--- src/rtl/mult_pkg.sv ---
// Shared widths and step constants for the nibble-serial multiply datapath.
package mult_pkg;
  localparam int NIBBLE_W  = 4;
  localparam int NUM_STEPS = 16;
  localparam int SHIFT_MAX = 6;
  localparam int OP_W      = 16;
  localparam int PROD_W    = 32;
  localparam int CNT_W     = $clog2(NUM_STEPS);
endpackage

--- src/rtl/mult4x4.sv ---
// Unsigned 4x4 -> 8-bit nibble multiplier; purely combinational, no flow control.
module mult4x4
  import mult_pkg::*;
(
  input  logic [NIBBLE_W-1:0]   a,
  input  logic [NIBBLE_W-1:0]   b,
  output logic [2*NIBBLE_W-1:0] p
);

  assign p = {{NIBBLE_W{1'b0}}, a} * {{NIBBLE_W{1'b0}}, b};

endmodule

--- src/rtl/mult_datapath.sv ---
// Nibble-serial 16x16 multiply datapath: one shifted 4x4 partial product per enabled edge, no stall path.
// Define MULT_OUT_HOLD_EN to drive product from a hold register captured on done.
module mult_datapath
  import mult_pkg::*;
(
  input  logic              clk,
  input  logic              reset_a,
  input  logic [OP_W-1:0]   dataa,
  input  logic [OP_W-1:0]   datab,
  input  logic [3:0]        input_sel,
  input  logic [2:0]        shift_sel,
  input  logic              clk_ena,
  input  logic              sclr_n,
  input  logic              done,
  output logic [CNT_W-1:0]  count,
  output logic [PROD_W-1:0] product
);

  logic [OP_W-1:0]       a_q, a_d;
  logic [OP_W-1:0]       b_q, b_d;
  logic [PROD_W-1:0]     acc_q, acc_d;
  logic [CNT_W-1:0]      count_q, count_d;
  logic [NIBBLE_W-1:0]   a_nib, b_nib;
  logic [2*NIBBLE_W-1:0] pp;
  logic [PROD_W-1:0]     pp_shifted;

  // Nibble selection always reads the latched operands, never the live inputs.
  assign a_nib = a_q[input_sel[3:2]*NIBBLE_W +: NIBBLE_W];
  assign b_nib = b_q[input_sel[1:0]*NIBBLE_W +: NIBBLE_W];

  mult4x4 u_mult4x4 (
    .a (a_nib),
    .b (b_nib),
    .p (pp)
  );

  // Shift codes beyond SHIFT_MAX contribute nothing; bits above the product width drop off.
  always_comb begin
    pp_shifted = '0;
    if (int'(shift_sel) <= SHIFT_MAX)
      pp_shifted = PROD_W'(pp) << (NIBBLE_W*int'(shift_sel));
  end

  always_comb begin
    a_d     = a_q;
    b_d     = b_q;
    acc_d   = acc_q;
    count_d = count_q;
    if (clk_ena) begin
      if (!sclr_n) begin
        a_d     = dataa;
        b_d     = datab;
        acc_d   = '0;
        count_d = '0;
      end else begin
        acc_d   = acc_q + pp_shifted;
        count_d = count_q + 1'b1;
      end
    end
  end

  always_ff @(posedge clk or posedge reset_a) begin
    if (reset_a) begin
      a_q     <= '0;
      b_q     <= '0;
      acc_q   <= '0;
      count_q <= '0;
    end else begin
      a_q     <= a_d;
      b_q     <= b_d;
      acc_q   <= acc_d;
      count_q <= count_d;
    end
  end

  assign count = count_q;

`ifdef MULT_OUT_HOLD_EN
  logic [PROD_W-1:0] hold_q, hold_d;

  // The hold register obeys the same enable as the rest of the datapath.
  always_comb begin
    hold_d = hold_q;
    if (clk_ena && done)
      hold_d = acc_q;
  end

  always_ff @(posedge clk or posedge reset_a) begin
    if (reset_a)
      hold_q <= '0;
    else
      hold_q <= hold_d;
  end

  assign product = hold_q;
`else
  logic done_unused;
  assign done_unused = done;
  assign product     = acc_q;
`endif

endmodule

--- config.mk ---
export PLATFORM = sky130hd
export DESIGN_NAME = mult_datapath
export DESIGN_NICKNAME = d
export VERILOG_FILES = /design/src/rtl/mult_pkg.sv /design/src/rtl/mult4x4.sv /design/src/rtl/mult_datapath.sv
export SDC_FILE = /design/constraint.sdc
export NUM_CORES = 1
export LEC_CHECK = 0
export ABC_AREA = 1
export CORE_ASPECT_RATIO = 0.9
export CORE_MARGIN = 1.5
export CORE_UTILIZATION = 30
export CTS_CLUSTER_DIAMETER = 80
export CTS_CLUSTER_SIZE = 40
export DETAILED_ROUTE_END_ITERATION = 12
export SLEW_MARGIN = 10
export SYNTH_ARGS = -nofsm -noshare
export SYNTH_HDL_FRONTEND = slang
export SYNTH_SLANG_ARGS = --single-unit
export TNS_END_PERCENT = 50
--- constraint.sdc ---
create_clock -name clk -period 7.2 [get_ports clk]
set_clock_uncertainty 0.1 [all_clocks]
set_input_delay 0.72 -clock clk [delete_from_list [all_inputs] [get_ports clk]]
set_output_delay 0.72 -clock clk [all_outputs]
set_load 0.01 [all_outputs]
Word-level counts from Yosys, hierarchy flattened
Cells that the tools add are included.
{ "word_totals": {"ff_bits": 68, "input_bits": 44, "out_inout_bits": 36, "elab_cells": 16} }
{ "op_classes": {"n_addsub": 2, "n_mul": 1, "order_cmp": 1, "n_shift": 3, "muxes": 3, "n_bitwise": 1, "n_reduce_logical": 1} }
{ "ops": {"columns": ["cell", "n"], "rows": [
  ["$mux W32", 2],
  ["$add A32 B32 Y32", 1],
  ["$shiftx A16 B5 Y4", 2],
  ["$shl A8 B5 Y32", 1],
  ["$mul A4 B4 Y8", 1],
  ["$add A4 B1 Y4 const B", 1],
  ["$mux W4", 1],
  ["$le A3 B3 Y1 const B", 1],
  ["$reduce_and A2 Y1", 1],
  ["$not A1 Y1", 1]
]} }

Depth between registers and ports, before layout
Gate-level depths: netlist of run 1.
{ "logic_depth": {"depth_word": 6, "mapped_depth": 31, "depth_no_buf": 30} }

Modules after synthesis
Synthesis of run 1 repeated with hierarchy kept, for this count alone.
{ "hier_totals": {"cells_unflattened": 984, "hier_area_um2": 6002.0} }
{ "modules_own_cells": {"columns": ["mod", "n_inst", "cells_each", "area_each_um2", "seq_area_each_um2"], "rows": [
  ["mult_datapath", 1, 914, 5539.1, 1701.6],
  ["mult4x4", 1, 70, 462.9, 0.0]
]} }

Worst setup path before layout of run 1
OpenSTA, ideal clock, no wires.
{ "synth_path": {"path_type": "input to register", "from": "input input_sel[0]", "to": "register acc_q[31], in the netlist product[31]", "setup_time_ns": 0.117, "arrival_ns": 4.759, "setup_slack_ns": 2.224, "stages": 27, "n_path_buf": 1, "path_cell_list": "buf_2 > inv_2 > nand2_1 > a32oi_1 > nand2_1 > fa_1 > inv_1 > fa_1 > inv_1 > fa_1 > o21ai_0 > xnor2_1 > nor3_1 > a31oi_1 > nor2_1 > ha_1 > nand2_1 > inv_1 > nand2_1 > nor3_1 > nand2_1 > nand2_2 > nand2_1 > nand3_1 > nand3_1 > nand3_1 > nand2_1"} }
{ "synth_via": {"elab_chain_len": 6} }
{ "synth_lines": {"columns": ["element", "line_no", "rtl"], "rows": [
  ["start, declared", "mult_datapath.sv:10", "input logic [3:0] input_sel,"],
  ["$shiftx A16 B5 Y4", "mult_datapath.sv:29", "assign b_nib = b_q[input_sel[1:0]*NIBBLE_W +: NIBBLE_W];"],
  ["$mul A4 B4 Y8", "mult4x4.sv:10", "assign p = {{NIBBLE_W{1'b0}}, a} * {{NIBBLE_W{1'b0}}, b};"],
  ["$shl A8 B5 Y32", "mult_datapath.sv:41", "pp_shifted = PROD_W'(pp) << (NIBBLE_W*int'(shift_sel));"],
  ["$mux W32", "mult_datapath.sv:40", "if (int'(shift_sel) <= SHIFT_MAX)"],
  ["$add A32 B32 Y32", "mult_datapath.sv:56", "acc_d = acc_q + pp_shifted;"],
  ["$mux W32", "mult_datapath.sv:50", "if (!sclr_n) begin"],
  ["end signal, assigned", "mult_datapath.sv:66", "acc_q <= '0;"],
  ["end signal, assigned", "mult_datapath.sv:71", "acc_q <= acc_d;"],
  ["end, declared", "mult_datapath.sv:21", "logic [PROD_W-1:0] acc_q, acc_d;"]
]} }
No other way between the ends.
A chain may end at the register's enable or synchronous reset.

Worst setup path after layout of run 1
Ends and elaborated chain as after synthesis.

==> results of run 1 <==
-- sequential cells by signal, indices dropped and copies added, names as in the netlist --
register / flops
b_q: 16
a_q: 16
count: 4
product: 32
-- cells by family after synthesis --
| family | after synthesis | share of synthesized area |
|---|---|---|
| AOI/OAI and AO/OA | 130 | 0.132 |
| xor gates and xnor gates | 3 | 0.00464 |
| adders and majority gates | 49 | 0.115 |
| buffers and inverters | 104 | 0.0723 |
| DFF | 68 | 0.301 |
| and+or+nand+nor | 510 | 0.375 |
-- worst paths after layout --
kind / startpoint / cells after the start / slack [ns] / to
worst min-delay path: b_q[10] / 2 / 0.37 / b_q[10]
worst max register to register: b_q[7] / 25 / 2.00 / product[31]
worst max-delay path: input_sel[0] / 27 / 1.21 / product[31]
worst min register to register: b_q[10] / 2 / 0.37 / b_q[10]
min in group asynchronous: reset_a / 3 / 0.86 / product[15]
max in group asynchronous: reset_a / 3 / 5.54 / product[7]
-- cells in the mapped netlist (all sizes together) --
master | number | area share
clkbuf | 8 | 0.0053
o22ai | 2 | 0.0022
o21a | 1 | 0.0013
o21ai | 48 | 0.046
nor3 | 11 | 0.013
nand2 | 326 | 0.22
ha | 44 | 0.097
a32o | 3 | 0.0053
buf | 12 | 0.011
clkinv | 2 | 0.0015
inv | 82 | 0.054
xor2 | 2 | 0.0031
and3 | 2 | 0.0022
nand3b | 3 | 0.0040
o21bai | 4 | 0.0053
or2 | 5 | 0.0055
a32oi | 6 | 0.0093
nor2 | 108 | 0.078
dfrtp | 68 | 0.30
nand3 | 42 | 0.038
nand4 | 13 | 0.014
fa | 5 | 0.018
xnor2 | 1 | 0.0015
a21boi | 1 | 0.0013
a21o | 1 | 0.0013
o32ai | 1 | 0.0015
a22o | 2 | 0.0031
a31oi | 3 | 0.0033
a21oi | 58 | 0.053
-- layer usage --
metal | up-vias | track usage
li1 | 2955 | -
met1 | 2617 | 0.261
met2 | 130 | 0.276
met3 | 13 | 0.0267
met4 | 0 | 0.0572
met5 | - | 0
-- final cells by class --
class | count | area share
Clock inverter | 7 | 0.0117
Clock buffer | 9 | 0.0323
Inverter | 84 | 0.0454
Multi-Input combinational cell | 692 | 0.509
Sequential cell | 68 | 0.244
Tap cell | 245 | 0.0439
Timing Repair Buffer | 80 | 0.114
-- tightest hold or removal path, delay by kind of cell, from the launching register on --
family | cells | cell delay, ns
flip-flops | 1 | 0.34
AND/OR/NAND/NOR | 2 | 0.09
-- metrics by stage --
stage               utilization  hold WS, ns  setup slack (ns)
finish                    0.379        0.371              1.21
global route              0.379        0.388             0.663
CTS                       0.379        0.375              1.24
detailed placement        0.362        0.359             0.883
global placement          0.362        0.357             0.938
floorplan                     -        0.337              2.22
-- power by group --
part	switching [mW]	internal [mW]	total, mW
clock network	0.198	0.273	0.471
registers	0.0417	0.432	0.473
logic	0.263	0.183	0.446
total	0.503	0.888	1.39
==> results.sh, run 1 <==
export IMPL_outcome="finished clean"
export IMPL_crit_top_cell="nand2_1"
export IMPL_ant_nets=0
export IMPL_slew_headroom=0.352
export IMPL_min_period_ns=5.99
export IMPL_clock_latency_ns=0.35
export IMPL_total_power_mw=1.39
export IMPL_path_buf_inv=5
export IMPL_slowest_delay_ns=0.57
export IMPL_place_port_buffers=78
export IMPL_cts_root_buf="clkbuf_16"
export IMPL_die_h_um=133
export IMPL_postCtsSetupBuffers=0
export IMPL_finalHoldViolations=0
export IMPL_syn_avg_cell_area_sq_um=6.55
export IMPL_maxCapViolations=0
export IMPL_cts_sinks=68
export IMPL_yosys_warnings=0
export IMPL_place_congestion=0.947
export IMPL_grt_total_usage=0.181
export IMPL_final_cell_mix="318 x nand2_1, 99 x nor2_1, 78 x clkdlybuf4s50_1, 75 x inv_1, 68 x dfrtp_1"
export IMPL_syn_cell_area_sq_um=5660
export IMPL_critPathTopFamily="adder cells"
export IMPL_grt_max_degree=69
export IMPL_crit_required_ns=7.33
export IMPL_diodes=0
export IMPL_initial_core_util=0.307
export IMPL_wl_per_cell_um=14.4
export IMPL_vias_per_cell=4.82
export IMPL_m1WireLength_mm=8.51
export IMPL_grt_pass1_wl_mm=28.0
export IMPL_cts_resized=0
export IMPL_drc=0
export IMPL_htree_levels=3
export IMPL_dp_hpwl_mm=13.2
export IMPL_end_kind="flip-flop"
export IMPL_area_growth_pct=23.3
export IMPL_vias=5715
export IMPL_ios=80
export IMPL_max_freq_ghz=0.167
export IMPL_clk_pin_slew_ns=0.07
export IMPL_cts_made_buffers=9
export IMPL_cts_max_path_buffers=2
export IMPL_first_pass_iters=5
export IMPL_p_leak_nw=3.48
export IMPL_initialDrtViolationCount=418
export IMPL_core_sq_um=18400
export IMPL_worst_slew_pin_slew_ns=0.966
export IMPL_cts_tree="done"
export IMPL_top_layer_used="met4"
export IMPL_p_per_area_nw_per_um2=199
export IMPL_multiInputGateArea_sq_um=3550
export IMPL_layout_cells_non_filler=1185
export IMPL_ys_seq_elements=68
export IMPL_setup_tns_ns=0
export IMPL_synth_fp_nets=957
export IMPL_stdcell_area_sq_um=6980
export IMPL_fp_dieW_um=148
export IMPL_hp_class="flip-flop to flip-flop"
export IMPL_grt_pass1_vias=5435
export IMPL_dieArea_sq_um=19700
export IMPL_num_fill_cells=1962
export IMPL_wl_mm=17.0
export IMPL_postSynthCellCount=864
export IMPL_fp_row_count=47
export IMPL_layout_commonest_cell="nand2_1"
export IMPL_met3WireLength_um=964
export IMPL_cts_hold_buf=0
export IMPL_final_setup_viol_count=0
export IMPL_crit_path_start_kind="primary input"
export IMPL_slew_viol_final=0
export IMPL_drive_gt1_frac=0.0574
export IMPL_yosysSeqAreaShare=0.301
export IMPL_critPathKind="primary input to flip-flop"
export IMPL_regArea_sq_um=1700
export IMPL_dr_wl_met2_mm=7.35
export IMPL_nNetsFinal=1028
export IMPL_overflow=0
export IMPL_crit_arrival_ns=6.12
export IMPL_irDropWorstVdd_v=0.000111
export IMPL_cp_slowest_cell="clkdlybuf4s50_1"
export IMPL_ys_types=42
export IMPL_path_max_fanout=9
export IMPL_antenna_found_initial=0
export IMPL_place_area_sq_um=6670
export IMPL_dp_cells=1169
export IMPL_rsz0062_at_grt="no"
export IMPL_timing_final_crit_share=0.832
No activity file was read; power rests on OpenSTA's default activity.
==> inputs of run 2 (changes only) <==
==> constraint.sdc (replaced) <==
create_clock -name clk -period 5.8 [get_ports clk]
set_clock_uncertainty 0.1 [all_clocks]
set_input_delay 0.58 -clock clk [delete_from_list [all_inputs] [get_ports clk]]
set_output_delay 0.58 -clock clk [all_outputs]
set_load 0.01 [all_outputs]
==> results.sh, run 2 (synthesis gave the netlist of run 1 again) <==
export IMPL_final_setup_viol_count=0
export IMPL_nNetsFinal=1120
export IMPL_cts_sinks=68
export IMPL_p_per_area_nw_per_um2=237
export IMPL_p_leak_nw=3.94
export IMPL_layout_commonest_cell="nand2_1"
export IMPL_diodes=0
export IMPL_num_fill_cells=1943
export IMPL_cts_root_buf="clkbuf_16"
export IMPL_initialDrtViolationCount=379
export IMPL_critPathKind="primary input to flip-flop"
export IMPL_irDropWorstVdd_v=0.000151
export IMPL_crit_required_ns=5.93
export IMPL_cts_max_path_buffers=2
export IMPL_reg2reg_from="b_q[7]"
export IMPL_comb_power_share=0.352
export IMPL_min_period_ns=5.45
export IMPL_intPower_mw=1.18
export IMPL_grt_pass1_vias=5711
export IMPL_vias_per_cell=4.77
export IMPL_finalHoldViolations=0
export IMPL_grt_max_degree=69
export IMPL_htree_levels=3
export IMPL_dp_slack_ns=-0.205
export IMPL_grt_total_usage=0.187
export IMPL_rsz0062_at_grt="no"
export IMPL_finalWorstSetupSlack_ns=0.351
export IMPL_dp_hpwl_mm=14.0
export IMPL_end_kind="flip-flop"
export IMPL_crit_path_start="input_sel[3]"
export IMPL_ant_nets=0
export IMPL_clk_pin_slew_ns=0.06
export IMPL_cts_made_buffers=9
export IMPL_vias=6086
export IMPL_timing_final_crit_share=0.939
export IMPL_antenna_found_initial=0
export IMPL_clock_latency_ns=0.35
export IMPL_initial_core_util=0.307
export IMPL_overflow=0
export IMPL_outcome="finished clean"
export IMPL_core_sq_um=18400
export IMPL_total_power_mw=1.82
export IMPL_regArea_sq_um=1700
export IMPL_fp_row_count=47
export IMPL_power_frac_seq=0.323
export IMPL_cts_tree="done"
export IMPL_place_port_buffers=78
export IMPL_largest_reg_flops=32
export IMPL_multiInputGateArea_sq_um=3560
export IMPL_cts_hold_buf=0
export IMPL_swShare=0.355
export IMPL_crit_arrival_ns=5.58
export IMPL_slew_headroom=0.311
export IMPL_grt_pass1_wl_mm=28.9
export IMPL_max_freq_ghz=0.184
export IMPL_dieArea_sq_um=19700
export IMPL_first_pass_iters=6
export IMPL_wl_mm=17.9
export IMPL_drive_gt1_frac=0.144
export IMPL_wl_per_cell_um=14.0
export IMPL_slew_viol_final=0
export IMPL_clockPowerShare=0.325
export IMPL_fp_dieW_um=148
export IMPL_worst_slew_pin_slew_ns=1.03
export IMPL_postCtsSetupBuffers=0
export IMPL_die_h_um=133
export IMPL_endpoint="product[23]"
export IMPL_ios=80
export IMPL_fin_util=0.417
export IMPL_hold_ws_ns=0.372
export IMPL_reg2reg_to="product[23]"
export IMPL_drc=0
export IMPL_rr_worst_depth=25
export IMPL_setup_tns_ns=0
export IMPL_hp_class="flip-flop to flip-flop"
export IMPL_regToRegSetupSlack_ns=0.74
export IMPL_cts_resized=0
export IMPL_crit_path_start_kind="primary input"
export IMPL_power_switching_mw=0.647
export IMPL_area_growth_pct=35.8
export IMPL_final_cell_mix="317 x nand2_1, 98 x nor2_1, 94 x buf_4, 76 x clkdlybuf4s50_1, 75 x inv_1"
export IMPL_place_congestion=0.935
export IMPL_maxCapViolations=0
export IMPL_path_max_fanout=7
-- run 2: cell count changes in the layout (fill, tap and decap cells not counted), sizes merged --
| cell | previous run | this run |
|---|---|---|
| buf | 2 | 94 |
| clkdlybuf4s50 | 78 | 76 |
| dlymetal6s2s | 0 | 2 |
| clkinv | 4 | 3 |
| inv | 85 | 86 |
-- run 2: stage by stage --
stage               instances  cell area (sq um)
finish                   1277               7680
global route             1277               7680
CTS                      1277               7670
detailed placement       1261               7360
global placement         1261               7360
floorplan                 864               5660
-- run 2: power by group through the flow --
| stage | combinational, mW | sequential, mW | clock [mW] |
|---|---|---|---|
| 5_1_grt | 0.720 | 0.597 | 0.621 |
| 2_1_floorplan | 0.340 | 0.597 | 0 |
| 3_5_place_dp | 0.638 | 0.598 | 0 |
| 3_3_place_gp | 0.634 | 0.598 | 0 |
| 6_report | 0.642 | 0.589 | 0.592 |
| 4_1_cts | 0.643 | 0.590 | 0.601 |
-- run 2: worst min-delay path by stage --
stage / start / end / cells past startpoint
4_1_cts: a_q[7] / a_q[7] / 2
3_3_place_gp: b_q[6] / b_q[6] / 2
6_report: b_q[6] / b_q[6] / 2
3_5_place_dp: a_q[7] / a_q[7] / 2
5_1_grt: a_q[15] / a_q[15] / 2
2_1_floorplan: a_q[11] / a_q[11] / 2
-- run 2: worst max-delay path, stage by stage --
cell	delay, ns
clkdlybuf4s50_1	0.43
inv_1	0.17
a21oi_1	0.07
a32oi_1	0.24
nand2_1	0.12
fa_1	0.54
inv_1	0.06
fa_1	0.56
inv_1	0.06
fa_1	0.44
o21ai_0	0.22
xnor2_1	0.20
nor3_1	0.08
a31oi_1	0.27
nor2_1	0.08
ha_1	0.37
nand2_1	0.09
inv_1	0.07
nand2_1	0.06
nand2_1	0.10
a21oi_1	0.11
buf_4	0.15
or2_1	0.22
nand3_1	0.08
nand2_1	0.06
nand3_1	0.07
nand2_1	0.07
-- run 2: layout make-up --
class | instances | area share
Clock buffer | 9 | 0.0293
Tap cell | 245 | 0.0399
Inverter | 84 | 0.0412
Clock inverter | 7 | 0.0106
Multi-Input combinational cell | 692 | 0.463
Sequential cell | 68 | 0.221
Timing Repair Buffer | 172 | 0.194
-- run 2: layer usage --
layer  global-route usage  wire, um
met1                0.267      9000
met2                0.293      7690
met3               0.0305       992
met4               0.0472       176
met5                    0         0
==> RTL change: new RTL, settings of run 2 <==
`a_q` and `b_q` no longer have a reset.
--- a/src/rtl/mult_datapath.sv
+++ b/src/rtl/mult_datapath.sv
@@ -63,4 +63,2 @@
     if (reset_a) begin
-      a_q     <= '0;
-      b_q     <= '0;
       acc_q   <= '0;
@@ -68,4 +66,2 @@
     end else begin
-      a_q     <= a_d;
-      b_q     <= b_d;
       acc_q   <= acc_d;
@@ -73,2 +69,7 @@
     end
+  end
+
+  always_ff @(posedge clk) begin
+    a_q <= a_d;
+    b_q <= b_d;
   end
Formal check against the unedited RTL: not equivalent (Yosys sat finds a counterexample within 4 cycles, from zero or initial values and one cycle with reset_a high).
==> RTL change against run 2 <==
Hold slack better by 0.046 ns; sequential cell count stayed put; routed wire length fell by 11%; power up 3.7%; setup slack improved by 0.098 ns; non-clock buffer count down 37; sequential power up 3.9%; register-to-register slack improved by 0.16 ns; synthesized area down 2.1%; sequential share of layout area is 3.4 points higher; final area is 5.0% lower; highest routed layer unchanged.
==> RTL change: results (changes against run 2) <==
Placement
  – Dpl cells: 1130 (-10%)
  – GPL Wtd Cong: 0.8911 (-4.7%)
  – Post-DP HPWL: 12690 um (-9.5%)

Routing
  – Met3 routed WL: 634 um (-36%)
  – Met2 routed WL: 7049 um (-8.3%)
  – WL/cell: 13.94 um (-0.30%)
  – Initial drt markers: 295 (-22%)
  – Wl on met1: 7936 um (-12%)
  – Drt pass-1 iters: 5 (-1)
  – Vias: 5413 (-11%)

Power
  – Sequential power share: 0.324 (about the same)
  – NetSw: 0.0006413 W (-0.96%)
  – P_leak: 3.554 nW (-9.8%)
  – Seq power: 0.000612 W (+3.9%)
  – Clock power share: 0.315 (-0.010)

Logic synthesis
  – Syn Inst Count: 770 (-11%)
  – Post-synth EDFFs: 32 (+32)
  – Synth area leaders: edfxtp_1, dfrtp_1, nand2_1
  – Synth async-reset ratio: 0.5294 (-0.4706)
  – Synth top cells by count: nand2_1, nor2_1, inv_1
  – Fraction of the mapped netlist area in compound gates: 0.1333 (+0.0008389)

Final layout
  – Seq cells: 68 (unchanged)
  – Comb_multi_in: 606 (-12%)
  – Signal buffers share of area: 0.1664 (-0.02775)
  – Register share of the cell area: 0.2552 (+0.03373)
  – Area of the multi-input gates: 3302 um2 (-7.3%)
  – Number of non-clock buffers: 135 (-22%)
  – Final net count: 994 (-11%)
  – Fill count: 1883 (-3.1%)

GRT
  – Wire length of the first global-routing pass: 26090 um (-9.8%)
  – Grt met2 use: 0.2722 (-0.02059)
  – Vias in the first global route: 5060 (-11%)

Critical path
  – CP Max Fanout: 8 (+1)
  – Critical path arrival: 5.48 ns (-0.10 ns)

Run status
  – Status: finished, final reports clean

Floorplan
  – Die area: 19290 um2 (-2.1%)
-- RTL change: cell types whose count changed after synthesis, sizes merged, moves of 3 or more --
cell	change
dfrtp	-32
nand3	-3
a21oi	-7
nand4	-6
buf	-3
o21ai	-3
edfxtp	+32
nand2	-74
-- RTL change: cell families (layout without fill, tap and decap cells) --
kind of cell	count (synthesis)	count (layout)
compound gates	122	122
xor+xnor	4	4
fa+ha+maj	49	49
buf+inv	96	231
flops	68	68
simple gates	431	431
-- RTL change: path summary, 6_finish.rpt --
path | startpoint | endpoint | slack [ns] | depth (start not counted)
max in group asynchronous | reset_a | product[27] | 4.65 | 3
min in group asynchronous | reset_a | count[1] | 0.57 | 3
setup reg to reg | b_q[7] | product[31] | 0.90 | 23
hold reg to reg | product[27] | product[27] | 0.42 | 2
hold / removal | product[27] | product[27] | 0.42 | 2
setup / recovery | input_sel[3] | product[31] | 0.45 | 25
-- RTL change: repair_timing --
action,in CTS,in global routing
gates resized for setup,0,7
buffers inserted,0,0
setup endpoints to repair,0,24
